**src/rtl/uart_core.sv**
```systemverilog
// UART transceiver: programmable divisor and framing, 3-sample majority-vote receiver,
// and show-ahead TX/RX FIFOs with valid/ready handshakes and per-byte error flags.
module uart_core #(
    parameter int unsigned FIFO_DEPTH = 16,
    parameter int unsigned OVERSAMPLE = 16,
    parameter int unsigned DIV_W      = 16
) (
    input  logic                        clk_i,
    input  logic                        rst_i,
    input  logic [DIV_W-1:0]            cfg_div_i,
    input  logic [1:0]                  cfg_dbits_i,
    input  logic [1:0]                  cfg_parity_i,
    input  logic                        cfg_stop2_i,
    input  logic [7:0]                  tx_data_i,
    input  logic                        tx_valid_i,
    output logic                        tx_ready_o,
    output logic [7:0]                  rx_data_o,
    output logic                        rx_perr_o,
    output logic                        rx_ferr_o,
    output logic                        rx_valid_o,
    input  logic                        rx_ready_i,
    output logic [$clog2(FIFO_DEPTH):0] rx_level_o,
    output logic                        ovr_o,
    input  logic                        ovr_clr_i,
    output logic                        tx_busy_o,
    output logic                        tx_o,
    input  logic                        rx_i
);
    localparam int unsigned AW = $clog2(FIFO_DEPTH);
    localparam int unsigned CW = AW + 1;
    localparam int unsigned OW = $clog2(OVERSAMPLE);
    localparam logic [OW-1:0] OS_LAST = OW'(OVERSAMPLE - 1);
    localparam logic [OW-1:0] SMP_A   = OW'(OVERSAMPLE / 2 - 1);
    localparam logic [OW-1:0] SMP_B   = OW'(OVERSAMPLE / 2);
    localparam logic [OW-1:0] SMP_C   = OW'(OVERSAMPLE / 2 + 1);
    localparam logic [CW-1:0] DEPTH   = CW'(FIFO_DEPTH);

    function automatic logic [DIV_W-1:0] eff_div(input logic [DIV_W-1:0] d);
        return (d == '0) ? DIV_W'(1) : d;
    endfunction

    function automatic logic [7:0] dmask(input logic [1:0] dbits);
        return 8'hFF >> (2'd3 - dbits);
    endfunction

    // ---------------- TX FIFO ----------------
    logic [7:0]    tx_mem [FIFO_DEPTH];
    logic [AW-1:0] tx_wp, tx_rp;
    logic [CW-1:0] tx_cnt, tx_cnt_next;
    logic [7:0]    tx_head;
    logic          tx_push, tx_pop;

    assign tx_push     = tx_valid_i && tx_ready_o;
    assign tx_head     = tx_mem[tx_rp];
    assign tx_cnt_next = tx_cnt + CW'(tx_push) - CW'(tx_pop);

    always_ff @(posedge clk_i) begin
        if (tx_push) tx_mem[tx_wp] <= tx_data_i;
    end

    // ---------------- TX FSM ----------------
    typedef enum logic [2:0] {
        TX_IDLE, TX_START, TX_DATA, TX_PARITY, TX_STOP1, TX_STOP2
    } tx_state_t;

    tx_state_t        tx_state, tx_state_next;
    logic [DIV_W-1:0] tx_div, tx_dcnt;
    logic [OW-1:0]    tx_os;
    logic [7:0]       tx_shift;
    logic [2:0]       tx_idx, tx_nlast;
    logic             tx_par_en, tx_stop2, tx_par;
    logic             tx_tick, tx_bit_end, tx_bit;

    assign tx_tick    = (tx_dcnt == tx_div - DIV_W'(1));
    assign tx_bit_end = tx_tick && (tx_os == OS_LAST);

    always_ff @(posedge clk_i) begin
        if (rst_i) tx_state <= TX_IDLE;
        else       tx_state <= tx_state_next;
    end

    // Last stop bit chains straight into the next frame when a byte is waiting.
    always_comb begin
        tx_state_next = tx_state;
        tx_pop        = 1'b0;
        tx_bit        = 1'b1;
        case (tx_state)
            TX_IDLE: begin
                if (tx_cnt != '0) begin
                    tx_pop        = 1'b1;
                    tx_state_next = TX_START;
                end
            end
            TX_START: begin
                tx_bit = 1'b0;
                if (tx_bit_end) tx_state_next = TX_DATA;
            end
            TX_DATA: begin
                tx_bit = tx_shift[0];
                if (tx_bit_end && tx_idx == tx_nlast)
                    tx_state_next = tx_par_en ? TX_PARITY : TX_STOP1;
            end
            TX_PARITY: begin
                tx_bit = tx_par;
                if (tx_bit_end) tx_state_next = TX_STOP1;
            end
            TX_STOP1, TX_STOP2: begin
                if (tx_bit_end) begin
                    if (tx_state == TX_STOP1 && tx_stop2) begin
                        tx_state_next = TX_STOP2;
                    end else if (tx_cnt != '0) begin
                        tx_pop        = 1'b1;
                        tx_state_next = TX_START;
                    end else begin
                        tx_state_next = TX_IDLE;
                    end
                end
            end
            default: tx_state_next = TX_IDLE;
        endcase
    end

    always_ff @(posedge clk_i) begin
        if (rst_i) begin
            tx_wp      <= '0;
            tx_rp      <= '0;
            tx_cnt     <= '0;
            tx_ready_o <= 1'b1;
            tx_busy_o  <= 1'b0;
            tx_o       <= 1'b1;
            tx_div     <= DIV_W'(1);
            tx_dcnt    <= '0;
            tx_os      <= '0;
            tx_shift   <= '0;
            tx_idx     <= '0;
            tx_nlast   <= '0;
            tx_par_en  <= 1'b0;
            tx_stop2   <= 1'b0;
            tx_par     <= 1'b0;
        end else begin
            if (tx_push) tx_wp <= tx_wp + AW'(1);
            if (tx_pop)  tx_rp <= tx_rp + AW'(1);
            tx_cnt     <= tx_cnt_next;
            tx_ready_o <= (tx_cnt_next != DEPTH);
            tx_busy_o  <= (tx_state_next != TX_IDLE) || (tx_cnt_next != '0);
            tx_o       <= tx_bit;
            if (tx_pop) begin
                // Frame start: capture config and restart the baud counter.
                tx_div    <= eff_div(cfg_div_i);
                tx_dcnt   <= '0;
                tx_os     <= '0;
                tx_shift  <= tx_head & dmask(cfg_dbits_i);
                tx_idx    <= '0;
                tx_nlast  <= 3'd4 + 3'(cfg_dbits_i);
                tx_par_en <= (cfg_parity_i == 2'd1) || (cfg_parity_i == 2'd2);
                tx_par    <= (^(tx_head & dmask(cfg_dbits_i))) ^ (cfg_parity_i == 2'd2);
                tx_stop2  <= cfg_stop2_i;
            end else begin
                tx_dcnt <= tx_tick ? '0 : tx_dcnt + DIV_W'(1);
                if (tx_tick) tx_os <= (tx_os == OS_LAST) ? '0 : tx_os + OW'(1);
                if (tx_state == TX_DATA && tx_bit_end) begin
                    tx_shift <= tx_shift >> 1;
                    tx_idx   <= tx_idx + 3'd1;
                end
            end
        end
    end

    // ---------------- RX FSM ----------------
    typedef enum logic [2:0] {
        RX_IDLE, RX_START, RX_DATA, RX_PARITY, RX_STOP, RX_WAIT_HIGH
    } rx_state_t;

    rx_state_t        rx_state, rx_state_next;
    logic             rx_s1, rx_s2, rx_s3;
    logic [DIV_W-1:0] rx_div, rx_dcnt;
    logic [OW-1:0]    rx_os;
    logic [1:0]       rx_votes;
    logic [7:0]       rx_shift;
    logic [2:0]       rx_idx, rx_nlast;
    logic             rx_par_en, rx_odd, rx_perr;
    logic             rx_tick, rx_bit_end, rx_decide, rx_smp, rx_start_det, rx_push;

    assign rx_start_det = rx_s3 && !rx_s2;
    assign rx_tick      = (rx_dcnt == rx_div - DIV_W'(1));
    assign rx_bit_end   = rx_tick && (rx_os == OS_LAST);
    assign rx_decide    = rx_tick && (rx_os == SMP_C);
    assign rx_smp       = (rx_votes + 2'(rx_s2)) >= 2'd2;

    always_ff @(posedge clk_i) begin
        if (rst_i) rx_state <= RX_IDLE;
        else       rx_state <= rx_state_next;
    end

    always_comb begin
        rx_state_next = rx_state;
        rx_push       = 1'b0;
        case (rx_state)
            RX_IDLE:   if (rx_start_det) rx_state_next = RX_START;
            RX_START: begin
                if (rx_decide && rx_smp) rx_state_next = RX_IDLE;
                else if (rx_bit_end)     rx_state_next = RX_DATA;
            end
            RX_DATA: begin
                if (rx_bit_end && rx_idx == rx_nlast)
                    rx_state_next = rx_par_en ? RX_PARITY : RX_STOP;
            end
            RX_PARITY: if (rx_bit_end) rx_state_next = RX_STOP;
            RX_STOP: begin
                if (rx_decide) begin
                    rx_push       = 1'b1;
                    rx_state_next = rx_smp ? RX_IDLE : RX_WAIT_HIGH;
                end
            end
            RX_WAIT_HIGH: if (rx_s2) rx_state_next = RX_IDLE;
            default: rx_state_next = RX_IDLE;
        endcase
    end

    always_ff @(posedge clk_i) begin
        if (rst_i) begin
            rx_s1     <= 1'b1;
            rx_s2     <= 1'b1;
            rx_s3     <= 1'b1;
            rx_div    <= DIV_W'(1);
            rx_dcnt   <= '0;
            rx_os     <= '0;
            rx_votes  <= '0;
            rx_shift  <= '0;
            rx_idx    <= '0;
            rx_nlast  <= '0;
            rx_par_en <= 1'b0;
            rx_odd    <= 1'b0;
            rx_perr   <= 1'b0;
        end else begin
            rx_s1 <= rx_i;
            rx_s2 <= rx_s1;
            rx_s3 <= rx_s2;
            if (rx_state == RX_IDLE && rx_start_det) begin
                rx_div    <= eff_div(cfg_div_i);
                rx_dcnt   <= '0;
                rx_os     <= '0;
                rx_shift  <= '0;
                rx_idx    <= '0;
                rx_nlast  <= 3'd4 + 3'(cfg_dbits_i);
                rx_par_en <= (cfg_parity_i == 2'd1) || (cfg_parity_i == 2'd2);
                rx_odd    <= (cfg_parity_i == 2'd2);
                rx_perr   <= 1'b0;
            end else begin
                rx_dcnt <= rx_tick ? '0 : rx_dcnt + DIV_W'(1);
                if (rx_tick) begin
                    rx_os <= (rx_os == OS_LAST) ? '0 : rx_os + OW'(1);
                    if (rx_os == SMP_A) rx_votes <= 2'(rx_s2);
                    if (rx_os == SMP_B) rx_votes <= rx_votes + 2'(rx_s2);
                end
                if (rx_state == RX_DATA && rx_decide)   rx_shift[rx_idx] <= rx_smp;
                if (rx_state == RX_DATA && rx_bit_end)  rx_idx <= rx_idx + 3'd1;
                if (rx_state == RX_PARITY && rx_decide) rx_perr <= rx_smp ^ (^rx_shift) ^ rx_odd;
            end
        end
    end

    // ---------------- RX FIFO ({perr, ferr, data}) ----------------
    logic [9:0]    rx_mem [FIFO_DEPTH];
    logic [9:0]    rx_wdata, rx_head_next;
    logic [AW-1:0] rx_wp, rx_rp, rx_rp_next;
    logic [CW-1:0] rx_cnt, rx_cnt_next;
    logic          rx_pop, rx_full, rx_wr, ovr_set;

    assign rx_wdata    = {rx_perr, !rx_smp, rx_shift};
    assign rx_pop      = rx_valid_o && rx_ready_i;
    assign rx_full     = (rx_cnt == DEPTH);
    assign rx_wr       = rx_push && (!rx_full || rx_pop);
    assign ovr_set     = rx_push && rx_full && !rx_pop;
    assign rx_cnt_next = rx_cnt + CW'(rx_wr) - CW'(rx_pop);
    assign rx_rp_next  = rx_rp + AW'(rx_pop);

    // Registered show-ahead head; bypass the write when it lands at the new head.
    always_comb begin
        rx_head_next = '0;
        if (rx_cnt_next != '0) begin
            if (rx_wr && rx_rp_next == rx_wp) rx_head_next = rx_wdata;
            else                              rx_head_next = rx_mem[rx_rp_next];
        end
    end

    always_ff @(posedge clk_i) begin
        if (rx_wr) rx_mem[rx_wp] <= rx_wdata;
    end

    always_ff @(posedge clk_i) begin
        if (rst_i) begin
            rx_wp      <= '0;
            rx_rp      <= '0;
            rx_cnt     <= '0;
            rx_valid_o <= 1'b0;
            rx_level_o <= '0;
            rx_data_o  <= '0;
            rx_perr_o  <= 1'b0;
            rx_ferr_o  <= 1'b0;
            ovr_o      <= 1'b0;
        end else begin
            if (rx_wr) rx_wp <= rx_wp + AW'(1);
            rx_rp      <= rx_rp_next;
            rx_cnt     <= rx_cnt_next;
            rx_valid_o <= (rx_cnt_next != '0);
            rx_level_o <= rx_cnt_next;
            rx_data_o  <= rx_head_next[7:0];
            rx_ferr_o  <= rx_head_next[8];
            rx_perr_o  <= rx_head_next[9];
            if (ovr_set)        ovr_o <= 1'b1;
            else if (ovr_clr_i) ovr_o <= 1'b0;
        end
    end
endmodule

```
**config.mk**
```make
export PLATFORM = sky130hd
export DESIGN_NAME = uart_core
export DESIGN_NICKNAME = d
export VERILOG_FILES = /design/src/rtl/uart_core.sv
export SDC_FILE = /design/constraint.sdc
export NUM_CORES = 1
export LEC_CHECK = 0
export CAP_MARGIN = 0
export CORE_MARGIN = 4
export CORE_UTILIZATION = 51
export CTS_CLUSTER_DIAMETER = 50
export CTS_CLUSTER_SIZE = 8
export DETAILED_ROUTE_END_ITERATION = 8
export GPL_TIMING_DRIVEN = 0
export PLACE_DENSITY = 0.79
export SETUP_SLACK_MARGIN = 0.02
export SYNTH_ARGS = -nofsm -noshare
export SYNTH_HDL_FRONTEND = slang
export SYNTH_SLANG_ARGS = --single-unit
```
**constraint.sdc**
```tcl
create_clock -name clk_i -period 5.81 [get_ports clk_i]
set_input_delay 0.581 -clock clk_i [delete_from_list [all_inputs] [get_ports clk_i]]
set_output_delay 0.581 -clock clk_i [all_outputs]
set_load 0.02 [all_outputs]
```
==> flow_summary.ini, run 1 <==
[synth]
synthAdderAreaFrac = 0.0239
synth_compound_area_frac = 0.0598
ys_seq_area_frac = 0.611
synth_ff_type = edfxtp_1
synth_edf_count = 288
async_flop_share = 0
synth_xor_area_frac = 0.0522
synth_cells = 1479
yosys-mux-area-fraction = 0.110
yosys.area_share.simple = 0.120
synth_top_family_by_area = simple AND/OR/NAND/NOR gates
yosysWarnings = 0
yosysUniqueCellTypes = 74
syn_avg_cell_area_um2 = 13.2
synth_top_area_cell = edfxtp_1
postSynthNetCount = 1550
synth_area_mm2 = 0.0195
synth_top_area_share = 0.444
synthTopCellsByArea = edfxtp_1 44%, dfxtp_1 17%, mux4_2 9.9%
ys_seq_elements = 450

[die]
core_mm2 = 0.0377
row_count = 71
die_w_um = 203
io_pins = 55
fp.dieH_um = 203
initial_utilization = 0.517
dieArea_mm2 = 0.0414

[cts]
clock_latency_ps = 570
cts_resized = 0
clkTransAtPathRegs_ps = 50
root_buffer = clkbuf_16
clk_path_buf_depth = 3
cts_tree = built
ctsHtreeMaxLevel = 3
clkSinkCount = 450
cts_buffers = 67
cts_hold_buf = 0
cts_setup_buffers = 0

[placed_design]
dpl_cell_area_mm2 = 0.0207
gp_congestion = 0.891
place_ws_ps = 482
hpwl_um = 28800
io_buffers = 54

[cells_and_area]
final_common_cell = edfxtp_1
utilization = 0.599
antenna_cells = 0
area_delta_synth_final_pct = 15.9
layout-drive-gt1-share = 0.126
final_cell_mix = 288 x edfxtp_1, 162 x dfxtp_1, 148 x nor2_1, 131 x nand2_1, 86 x mux4_2
stdcell_area_mm2 = 0.0226
final_nets = 1674

[worst_setup_path]
cp-end-kind = flip-flop
arrival_ps = 5760
startpoint = rx_div[0]$_SDFFE_PP1P_
r2r-start = rx_div[0]$_SDFFE_PP1P_
worst-setup-path-type = flip-flop to flip-flop
crit_fanout = 10
start_kind = flip-flop
cp.required_ps = 6220
r2r_slack_ps = 460

[timing]
min_period_over_period = 0.921
rsz0062_at_grt = no
finalCriticalPeriod_ps = 5350
fin_ws_ps = 459
worst_clock_skew_ps = 21.7
report.final.slew_viol_count = 0
tns_ps = 0
setup_viol_count_final = 0
slew_headroom = 0.157
finalHoldViolations = 0
worstMarginPinSlew_ps = 1250
max_freq_ghz = 0.187
holdWs_ps = 420

[routing]
routed_wl_um = 44000
num_vias = 12535
drc = 0
drt_iter0_markers = 1309
drt-pass1-iter-count = 8
wl_per_cell_um = 20.5
viasPerCell = 5.83
ant_nets = 0

[hold_path]
hold_class = flip-flop to flip-flop
hp-start = rx_s1$_SDFF_PP1_

[pwr]
p_leak_nw = 7.76
power_density_mw_per_mm2 = 421
vdd_ir_drop_max_mv = 0.435

[run]
max-cap-violations = 0

[run_status]
outcome = finished, final reports clean

[global_route]
antenna_found_initial = 0
grt_use_total = 0.214
grt_pass1_wl_um = 69700
grt_max_degree = 23
grt_pass1_vias = 12737
grt.overflow.total = 0
==> path summary, 6_finish.rpt <==
check,endpoint,cells past startpoint
worst min register to register,rx_s2$_SDFF_PP1_,1
worst min-delay path,rx_s2$_SDFF_PP1_,1
worst max-delay path,rx_data_o[0]$_SDFF_PP0_,21
worst max register to register,rx_data_o[0]$_SDFF_PP0_,21
==> cells in the mapped netlist, drive strengths merged (16+ instances only) <==
cell / count
dfxtp: 162
inv: 34
ha: 34
mux4: 86
nor2: 148
and3: 16
xnor2: 63
a211oi: 16
nand3: 46
a21oi: 77
edfxtp: 288
mux2i: 17
buf: 23
xor2: 53
nor3: 29
clkbuf: 53
nor4: 21
o21ai: 20
nand2: 131
==> cell families (layout without fill, tap and decap cells) <==
family | Yosys count | in the layout
DFF | 450 | 450
AOI/OAI and AO/OA | 181 | 181
and+or+nand+nor | 480 | 480
buffers and inverters | 110 | 271
muxes | 106 | 106
adders and majority gates | 36 | 36
xor gates and xnor gates | 116 | 116
==> power breakdown <==
group / internal (W) / switching, W
combinational: 0.000985 / 0.00124
sequential: 0.00360 / 0.000176
clock: 0.00218 / 0.00133
total: 0.00676 / 0.00274
==> worst max-delay path, cell delays in order, from the launching register on <==
cell and delay, ps:
dfxtp_1 370, inv_1 80, ha_1 130, buf_4 160, or4b_4 520, nor4b_4 300, mux2_2 380, o22ai_2 170
o22ai_2 200, nor3_2 470, inv_1 110, ha_1 300, inv_1 40, ha_1 200, fa_1 420, a21oi_1 150
nor2_1 60, nor2_1 110, xnor2_1 150, a41o_1 230, clkbuf_1 480, nor2_1 160
==> area by class of cell <==
type | count | area, um^2
fillers | 2855 | 15100
flip-flops and latches | 450 | 11900
multi-input cells | 919 | 7140
clock buffers | 102 | 1860
well taps | 511 | 639
repair buffers | 55 | 546
plain buffers | 76 | 322
inverters | 34 | 128
clock inverters | 4 | 33.8
==> metrics by stage <==
| stage | power [W] | cells |
|---|---|---|
| floorplan | 0.00541 | 1479 |
| global placement | 0.00596 | 2044 |
| detailed placement | 0.00603 | 2045 |
| CTS | 0.00956 | 2151 |
| global route | 0.00993 | 2151 |
| finish | 0.00951 | 2151 |
==> flip-flops by register name, summed over array words and instances (netlist names), 4 cells and up, named ones only <==
signal     cells
rx_mem       160
tx_mem       128
rx_dcnt       16
rx_div        16
tx_dcnt       16
tx_div        16
rx_data_o      8
rx_shift       8
tx_shift       8
rx_cnt         5
tx_cnt         5
rx_os          4
rx_rp          4
rx_wp          4
tx_os          4
tx_rp          4
tx_wp          4
==> metal layers <==
metal  track usage  wire [um]  vias to the layer above
met5             0          0                        -
met3        0.0391       2620                       93
met4        0.0682       1150                        0
met1         0.275      17500                     6210
li1              -          -                     5756
met2         0.372      22700                      476
Note: power is estimated with default switching activity, not from simulation.
==> run 2, diff against run 1 <==
- CTS_CLUSTER_SIZE: 8 -> unset
- GPL_TIMING_DRIVEN: 0 -> unset
==> flow_summary.ini, run 2 (same netlist as run 1, synthesis figures left out) <==
[timing]
min_period_over_period = 0.881
holdWs_ps = 448
rsz0062_at_grt = no
worst_clock_skew_ps = 17.8
finalCriticalPeriod_ps = 5120
max_freq_ghz = 0.195
slew_headroom = 0.0909
tns_ps = 0
setup_viol_count_final = 0
finalHoldViolations = 0
report.final.slew_viol_count = 0
worstMarginPinSlew_ps = 1360

[cells_and_area]
final_nets = 1598
layout-drive-gt1-share = 0.142
final_cell_mix = 288 x edfxtp_1, 160 x dfxtp_1, 147 x nor2_1, 131 x nand2_1, 86 x mux4_2
multi_input_area_mm2 = 0.00717
antenna_cells = 0
final_common_cell = edfxtp_1
utilization = 0.586
largest_registers = rx_mem (160), tx_mem (128)
regArea_mm2 = 0.0119
area_delta_synth_final_pct = 13.4
largest_reg_flops = 160
fillers = 2865
top_register = rx_mem

[worst_setup_path]
start_kind = flip-flop
r2r-start = rx_div[0]$_SDFFE_PP1P_
arrival_ps = 5530
crit_fanout = 11
cp_slowest_cell = or4b_4
r2r_slack_ps = 690
cp-end-kind = flip-flop
worstPathCellList = inv_1 -> ha_1 -> or4b_4 -> nor4b_4 -> mux2_2 -> o22ai_2 -> o22ai_2 -> nor3_2 -> inv_1 -> ha_1 -> inv_1 -> ha_1 -> fa_1 -> a21oi_1 -> nor2_1 -> nor2_1 -> xnor2_1 -> a41o_1 -> nor2_1
startpoint = rx_div[0]$_SDFFE_PP1P_
cp.required_ps = 6220
worst-setup-path-type = flip-flop to flip-flop
slowest_delay_ps = 550

[global_route]
grt_pass1_vias = 11936
use_met2 = 0.341
antenna_found_initial = 0
grtUsageMet1 = 0.267
grt_use_total = 0.198
grt_pass1_wl_um = 65500
use_met3 = 0.0281
grt_max_degree = 64
grt.overflow.total = 0
busiest_layer = met2

[routing]
routed_wl_um = 40900
num_vias = 11933
wl_per_cell_um = 19.7
drt_iter0_markers = 985
viasPerCell = 5.75
drt-pass1-iter-count = 6
ant_nets = 0
drc = 0

[cts]
cts_tree = built
root_buffer = clkbuf_16
cts_buffers = 46
clk_path_buf_depth = 3
cts_setup_buffers = 0
clkTransAtPathRegs_ps = 60
ctsHtreeMaxLevel = 2
clock_latency_ps = 560
cts_resized = 0
clkSinkCount = 450
cts_hold_buf = 0

[die]
fp.dieH_um = 203
dieArea_mm2 = 0.0414
row_count = 71
initial_utilization = 0.517
core_mm2 = 0.0377
io_pins = 55
die_w_um = 203

[hold_path]
hold_class = input port to flip-flop
hp-start = rst_i

[placed_design]
io_buffers = 54
hpwl_um = 26300
gp_congestion = 0.895

[run]
max-cap-violations = 0

[pwr]
p_leak_nw = 7.59
vdd_ir_drop_max_mv = 0.349
power_density_mw_per_mm2 = 402

[run_status]
outcome = finished, final reports clean
## run 2: cell types whose count changed in the layout (fill, tap and decap cells not counted), moves of 5 or more
| cell | change |
|---|---|
| buf_4 | +21 |
| buf_2 | -12 |
| bufinv_16 | +5 |
| clkbuf_16 | -23 |
| buf_1 | -8 |
| clkinv_2 | +8 |
| clkbuf_1 | -76 |
## run 2: area by class of cell
class | count | area share
Sequential cell | 450 | 0.539
Multi-Input combinational cell | 919 | 0.325
Clock buffer | 59 | 0.0561
Timing Repair Buffer | 76 | 0.0318
Tap cell | 511 | 0.0290
Clock inverter | 27 | 0.0140
Inverter | 34 | 0.00578
## run 2: power by group
group / total, W / internal [W] / switching [W] / leakage [nW]
Clock: 0.00300 / 0.00175 / 0.00124 / 0.764
Combinational: 0.00208 / 0.000955 / 0.00112 / 2.64
Sequential: 0.00381 / 0.00359 / 0.000217 / 4.19
## run 2: metrics by stage
step | instances | setup WS (ps) | area [um^2] | power, W
after floorplan | 1479 | 1270 | 19500 | 0.00541
after global placement | 1990 | 914 | 20500 | 0.00588
after detailed placement | 1990 | 720 | 20500 | 0.00595
after CTS | 2076 | 683 | 22100 | 0.00895
after global routing | 2076 | 387 | 22100 | 0.00932
final | 2076 | 694 | 22100 | 0.00888
## run 2: routing by layer
metal	wire, um	vias to the layer above
li1	-	5593
met4	901	0
met3	2140	58
met1	17100	5914
met2	20800	368
met5	0	-
## run 2: worst paths after layout
kind | end | cells after the start
max | rx_data_o[5]$_SDFF_PP0_ | 19
min | tx_cnt[1]$_SDFF_PP0_ | 2
max reg2reg | rx_data_o[5]$_SDFF_PP0_ | 19
min reg2reg | rx_s2$_SDFF_PP1_ | 1
## run 2: worst max-delay path, delay by kind of cell, from the launching register on
kind | cells | cell delay [ps]
buffers and inverters | 3 | 210
DFF | 1 | 360
AOI/OAI and AO/OA | 4 | 1000
adders and majority gates | 4 | 1270
muxes | 1 | 380
xor gates and xnor gates | 1 | 160
and+or+nand+nor | 6 | 1590
